<file path="config.mk">
export PLATFORM = sky130hd
export DESIGN_NAME = u_stream
export DESIGN_NICKNAME = d
export VERILOG_FILES = /design/src/rtl/u_pkg.sv /design/src/rtl/u_classify.sv /design/src/rtl/u_stream.sv
export SDC_FILE = /design/constraint.sdc
export NUM_CORES = 1
export LEC_CHECK = 0
export ABC_AREA = 1
export CORE_ASPECT_RATIO = 1.5
export CORE_MARGIN = 2
export CORE_UTILIZATION = 53
export CTS_BUF_LIST = sky130_fd_sc_hd__clkbuf_8
export CTS_CLUSTER_DIAMETER = 80
export DETAILED_ROUTE_END_ITERATION = 10
export GPL_ROUTABILITY_DRIVEN = 0
export GPL_TIMING_DRIVEN = 0
export HOLD_SLACK_MARGIN = 0.06
export PLACE_DENSITY = 0.89
export SKIP_LAST_GASP = 1
export SYNTH_ARGS = -nofsm -noshare
export SYNTH_HDL_FRONTEND = slang
export SYNTH_HIERARCHICAL = 1
export SYNTH_SLANG_ARGS = --single-unit
</file>
<file path="constraint.sdc">
create_clock -name i_clk -period 2.6 [get_ports i_clk]
set_clock_uncertainty 0.05 [all_clocks]
set_input_delay 0.65 -clock i_clk [delete_from_list [all_inputs] [get_ports i_clk]]
set_output_delay 0.65 -clock i_clk [all_outputs]
set_load 0.01 [all_outputs]
</file>
<file path="src/rtl/u_pkg.sv">
// ---------------------------------------------------------------------------
// u_pkg -- shared types and helpers for the u_stream unary-code pipeline.
//
// Contents:
//   U_W        build-wide input word width (default for u_stream / u_classify)
//   K_W        width of the decoded run length, $clog2(U_W)
//   STAT_MAX_W widest statistics counter the saturating helper supports
//   u_res_t    classification result {is_unary, is_cpl, k}
//   sat_inc    saturating increment used by the optional statistics counters
// ---------------------------------------------------------------------------
package u_pkg;

  localparam int unsigned U_W        = 16;
  localparam int unsigned K_W        = $clog2(U_W);
  localparam int unsigned STAT_MAX_W = 32;

  typedef struct packed {
    logic           is_unary;  // word is an admitted code (either form)
    logic           is_cpl;    // admitted word was the complimented form
    logic [K_W-1:0] k;         // decoded run length
  } u_res_t;

  // Increment v unless it has already reached lim. Narrower counters are
  // zero-extended into this width by the caller.
  function automatic logic [STAT_MAX_W-1:0] sat_inc(
    input logic [STAT_MAX_W-1:0] v,
    input logic [STAT_MAX_W-1:0] lim
  );
    return (v >= lim) ? v : v + STAT_MAX_W'(1);
  endfunction

endpackage

</file>
<file path="src/rtl/u_classify.sv">
// ---------------------------------------------------------------------------
// u_classify -- combinational pivot-match classifier for unary codes.
//
// For every pivot k the word is split into a low side x[k-1:0] and a high
// side x[W-1:k]. The true form matches when the low side is all ones and the
// high side all zeros; the complimented form is the mirror image. At most one
// pivot can match (the forms are disjoint for W >= 3), so k is the plain
// binary encoding of the matching pivot index.
//
// Ports:
//   x    in   W        word to classify
//   res  out  u_res_t  {is_unary, is_cpl, k}; all zero for a rejected word
// ---------------------------------------------------------------------------
module u_classify
  import u_pkg::*;
#(
  parameter int unsigned W                     = U_W,
  parameter int unsigned P_ADMIT_COMPLIMENT_EN = 1
) (
  input  logic [W-1:0] x,
  output u_res_t       res
);

  logic [W-1:0] m_true;
  logic [W-1:0] m_cpl;

  // NOTE: every variable written in always_comb gets a default before any
  // conditional logic, so no path can leave it holding state (a latch).
  always_comb begin
    logic lo_one, lo_zero, hi_one, hi_zero;
    m_true  = '0;
    m_cpl   = '0;
    lo_one  = 1'b1;
    lo_zero = 1'b1;
    hi_one  = 1'b1;
    hi_zero = 1'b1;
    for (int k = 0; k < W; k++) begin
      lo_one  = 1'b1;
      lo_zero = 1'b1;
      hi_one  = 1'b1;
      hi_zero = 1'b1;
      for (int b = 0; b < W; b++) begin
        if (b < k) begin
          lo_one  = lo_one  &  x[b];
          lo_zero = lo_zero & ~x[b];
        end else begin
          hi_one  = hi_one  &  x[b];
          hi_zero = hi_zero & ~x[b];
        end
      end
      m_true[k] = lo_one & hi_zero;
      m_cpl[k]  = (P_ADMIT_COMPLIMENT_EN != 0) & lo_zero & hi_one;
    end
  end

  // One-hot pivot match to binary run length.
  always_comb begin
    res          = '0;
    res.is_unary = |(m_true | m_cpl);
    res.is_cpl   = |m_cpl;
    for (int k = 0; k < W; k++) begin
      if (m_true[k] | m_cpl[k]) res.k = res.k | K_W'(k);
    end
  end

endmodule

</file>
<file path="src/rtl/u_stream.sv">
// ---------------------------------------------------------------------------
// u_stream -- two-stage valid/ready pipeline that classifies W-bit unary /
// complimented-unary (thermometer) codes and decodes their run length,
// carrying a sideband tag with each word.
//
// S0 registers the accepted word, u_classify sits between S0 and S1, and S1
// holds the result presented on the outputs. A stage loads whenever its
// successor is empty or draining, so up to two words are in flight and the
// pipe sustains one word per cycle while i_ready is high.
//
// Optional feature (macro U_STREAM_STATS_EN): saturating counters of
// admitted / rejected results consumed downstream, cleared by i_stat_clr
// (clear wins over a simultaneous consume). Without the macro the counter
// outputs are tied to 0 and i_stat_clr is ignored. CNT_W must not exceed 32.
//
// Ports:
//   i_clk, i_arst_n   clock, asynchronous active-low reset
//   i_valid/o_ready   input handshake; i_x word, i_tag sideband tag
//   o_valid/i_ready   output handshake
//   o_is_unary        admitted code      o_is_cpl  complimented form
//   o_k               decoded run length o_tag     tag of the result word
//   i_stat_clr        synchronous clear of the statistics counters
//   o_stat_adm/rej    admitted / rejected result counts
// ---------------------------------------------------------------------------
module u_stream
  import u_pkg::*;
#(
  parameter int unsigned W                     = U_W,
  parameter int unsigned P_ADMIT_COMPLIMENT_EN = 1,
  parameter int unsigned TAG_W                 = 4,
  parameter int unsigned CNT_W                 = 16
) (
  input  logic                 i_clk,
  input  logic                 i_arst_n,
  input  logic                 i_valid,
  output logic                 o_ready,
  input  logic [W-1:0]         i_x,
  input  logic [TAG_W-1:0]     i_tag,
  output logic                 o_valid,
  input  logic                 i_ready,
  output logic                 o_is_unary,
  output logic                 o_is_cpl,
  output logic [$clog2(W)-1:0] o_k,
  output logic [TAG_W-1:0]     o_tag,
  input  logic                 i_stat_clr,
  output logic [CNT_W-1:0]     o_stat_adm,
  output logic [CNT_W-1:0]     o_stat_rej
);

  localparam int unsigned KO_W = $clog2(W);

  logic             s0_valid;
  logic [W-1:0]     s0_x;
  logic [TAG_W-1:0] s0_tag;
  logic             s1_valid;
  u_res_t           s1_res;
  logic [TAG_W-1:0] s1_tag;
  u_res_t           cls_res;
  logic             s1_load;

  // S1 can take a new entry when empty or being consumed this cycle; S0 can
  // when it is empty or moving into S1. o_ready never looks at i_valid.
  assign s1_load = !s1_valid || i_ready;
  assign o_ready = !s0_valid || s1_load;

  // NOTE: sequential state uses non-blocking assignments so every register
  // samples the pre-edge values and the two stages shift cleanly.
  // NOTE: the payload registers are reset as well, so the result outputs read
  // 0 out of reset rather than whatever the flops powered up with.
  always_ff @(posedge i_clk or negedge i_arst_n) begin
    if (!i_arst_n) begin
      s0_valid <= 1'b0;
      s0_x     <= '0;
      s0_tag   <= '0;
    end else if (o_ready) begin
      s0_valid <= i_valid;
      if (i_valid) begin
        s0_x   <= i_x;
        s0_tag <= i_tag;
      end
    end
  end

  u_classify #(
    .W                     (W),
    .P_ADMIT_COMPLIMENT_EN (P_ADMIT_COMPLIMENT_EN)
  ) u_cls (
    .x   (s0_x),
    .res (cls_res)
  );

  always_ff @(posedge i_clk or negedge i_arst_n) begin
    if (!i_arst_n) begin
      s1_valid <= 1'b0;
      s1_res   <= '0;
      s1_tag   <= '0;
    end else if (s1_load) begin
      s1_valid <= s0_valid;
      if (s0_valid) begin
        s1_res <= cls_res;
        s1_tag <= s0_tag;
      end
    end
  end

  assign o_valid    = s1_valid;
  assign o_is_unary = s1_res.is_unary;
  assign o_is_cpl   = s1_res.is_cpl;
  assign o_k        = KO_W'(s1_res.k);
  assign o_tag      = s1_tag;

`ifdef U_STREAM_STATS_EN
  localparam logic [STAT_MAX_W-1:0] CNT_MAX = STAT_MAX_W'({CNT_W{1'b1}});

  logic [CNT_W-1:0] stat_adm;
  logic [CNT_W-1:0] stat_rej;
  logic             consume;

  assign consume = s1_valid && i_ready;

  always_ff @(posedge i_clk or negedge i_arst_n) begin
    if (!i_arst_n) begin
      stat_adm <= '0;
      stat_rej <= '0;
    end else if (i_stat_clr) begin
      stat_adm <= '0;
      stat_rej <= '0;
    end else if (consume) begin
      if (s1_res.is_unary) stat_adm <= CNT_W'(sat_inc(STAT_MAX_W'(stat_adm), CNT_MAX));
      else                 stat_rej <= CNT_W'(sat_inc(STAT_MAX_W'(stat_rej), CNT_MAX));
    end
  end

  assign o_stat_adm = stat_adm;
  assign o_stat_rej = stat_rej;
`else
  logic stat_clr_unused;
  assign stat_clr_unused = i_stat_clr;
  assign o_stat_adm      = '0;
  assign o_stat_rej      = '0;
`endif

endmodule

</file>
==> flow_summary.toml <==
[logic_synthesis]
yosys.cell_types.count = 28
ys_seq_area_share_pct = 35.1
syn-cell-area_um2 = 2280
synth_cells = 319
synth_area_leaders = "dfrtp_1, nand2_1, buf_4"
ys_seq_elements = 32
yosysWarnings = 6
syn_area_per_cell_um2 = 7.16
yosys.area.top_type = "dfrtp_1"
synth_top_area_share_pct = 35.1

[final_layout]
fin_nets = 416
area_growth_pct = 27.7
num_antenna_cells = 0
mostFrequentLayoutCells = "nand2_1, nand3_1, buf_4"
layout_commonest_cell = "nand2_1"
drive_above_1_share_pct = 18.9
design_area_um2 = 2920

[setup_path]
critical_path_class = "input port to output port"
cp-start-kind = "input port"
cp.arrival_ns = 1.55
reg2reg_depth = 13
r2r_end = "o_k[2]"
reg2reg_from = "s0_x[14]"
ff2ff_setup_slack_ns = 0.61
cp-end-kind = "output port"
required_ns = 1.90
crit_fanout = 14

[detailed_routing]
wl_um = 4840
drt_pass1_iterations = 4
drt.antenna.violating_nets = 0
drtIter0Drc = 44
vias_per_cell = 4.95
vias = 2169
drc = 0
avgRoutedWirePerCell_um = 11.1

[grt]
top_usage_layer = "met2"
grtUsageMet3_pct = 4.62
antenna_found_initial = 0
grt_pass1_wl_um = 8370
globalRouteOverflowTotal = 0
grtUsageTotal_pct = 21.7
grt.met1_usage_pct = 23.2
grt_use_met2_pct = 39.4
grt_max_degree = 33
grt_pass1_vias = 2077

[floorplanning]
dieHeight_um = 84.4
start_util_pct = 54.7
pin_count = 69
num_rows = 29
die_w_um = 57.6
die-area_um2 = 4860
core_area_um2 = 4170

[clock_network]
post_cts.repair.setup_buffers = 0
h-tree-depth = 2
clk_pin_slew_ns = 0.06
cts.sinks = 32
clock-root-buffer = "clkbuf_8"
clock_path_buffers = 2
numCtsBuffers = 5
cts_resized = 1
cts_tree = "built"
hold_buffers = 0
insertion_delay_ns = 0.29

[placement]
numPortBuffers = 35
post_dp_cell_area_um2 = 2810
place_hpwl_um = 3900
preCtsSetupSlack_ns = -0.161

[timing]
max_freq_ghz = 0.445
final.period_utilization_pct = 86.5
hold_viol_final = 0
drv_slew = 0
rsz0062_at_grt = "false"
fin_ws_ns = 0.352
tightest_slew_ns = 0.682
fin_crit_ns = 2.25
relSlewSlack_pct = 54.5
setup_viol = 0

[power_and_ir_drop]
leakage_nw = 1.63
cellPowerDensity_nw_per_um2 = 514
vdd_drop_max_mv = 0.585

[worst_hold_path]
hold_path_class = "input port to asynchronous set/reset pin"

[outcome]
status = "complete, no violations"

[flow_run]
drv_cap = 0
final cells by class:
cell class	instances	area, µm²
Multi-Input combinational cell	249	1210
Inverter	28	105
Tap cell	46	57.6
Clock buffer	5	68.8
Clock inverter	3	38.8
Timing Repair Buffer	35	348
Fill cell	336	1260
Buffer	40	284
Sequential cell	32	801
metrics by stage:
step	util (%)	total power, W	hold WS, ns	TNS, ns	instances
2_1_floorplan	-	0.000901	0.304	0	350
5_1_grt	69.9	0.00158	0.401	0	438
3_3_place_gp	67.3	0.00103	0.408	-0.152	431
4_1_cts	69.9	0.00151	0.433	0	438
3_5_place_dp	67.3	0.00105	0.416	-0.161	431
6_report	69.9	0.00150	0.353	0	438
metal layers:
metal	vias to the layer above	share of wire (%)
met5	-	0
met1	984	38
met2	63	55
met4	0	2.5
li1	1109	-
met3	13	5.1
cells by family (layout without fill, tap and decap cells):
family	count (synthesis)	count (layout)	synth area share, %
flops	32	32	35.1
other cells	1	32	0.164
buf+inv	69	111	17.3
compound gates	8	8	2.25
simple gates	209	209	45.3
how the worst max path moves through the flow:
stage                        from      end  slack (ns)  cells after the start
after CTS                 i_ready  o_ready       0.008                      4
after floorplan           i_ready  o_ready        0.92                      3
after global placement    i_ready  o_ready       -0.15                      5
after global routing      i_ready  o_ready        0.30                      4
final                     i_ready  o_ready        0.35                      4
after detailed placement  i_ready  o_ready       -0.16                      5
cells in the mapped netlist, drive strengths merged:
cell type  instances
buf               40
nand3             52
dfrtp             32
or2                1
nand4             12
o21bai             1
nand3b             1
clkinv             1
a22oi              1
o21a               1
nor3               8
clkbuf             1
a21oi              3
inv               27
a22o               1
conb               1
nand2            101
o21ai              1
nor2              34
flip-flops by register name, indices dropped and copies added, names as in the netlist:
signal / flops
s0_x: 16
o_k: 4
o_tag: 4
s0_tag: 4
o_is_cpl: 1
o_is_unary: 1
o_valid: 1
s0_valid: 1
power by group:
group / switching (W) / internal (W)
Sequential: 0.0000849 / 0.000567
Combinational: 0.000220 / 0.000171
Clock: 0.000175 / 0.000280
worst max-delay path, cell delays in order:
cell and delay (ns):
clkdlybuf4s50_1 0.39, inv_1 0.11, nand3_4 0.17, dlymetal6s2s_1 0.22
Power figures use the tool's default switching activity.
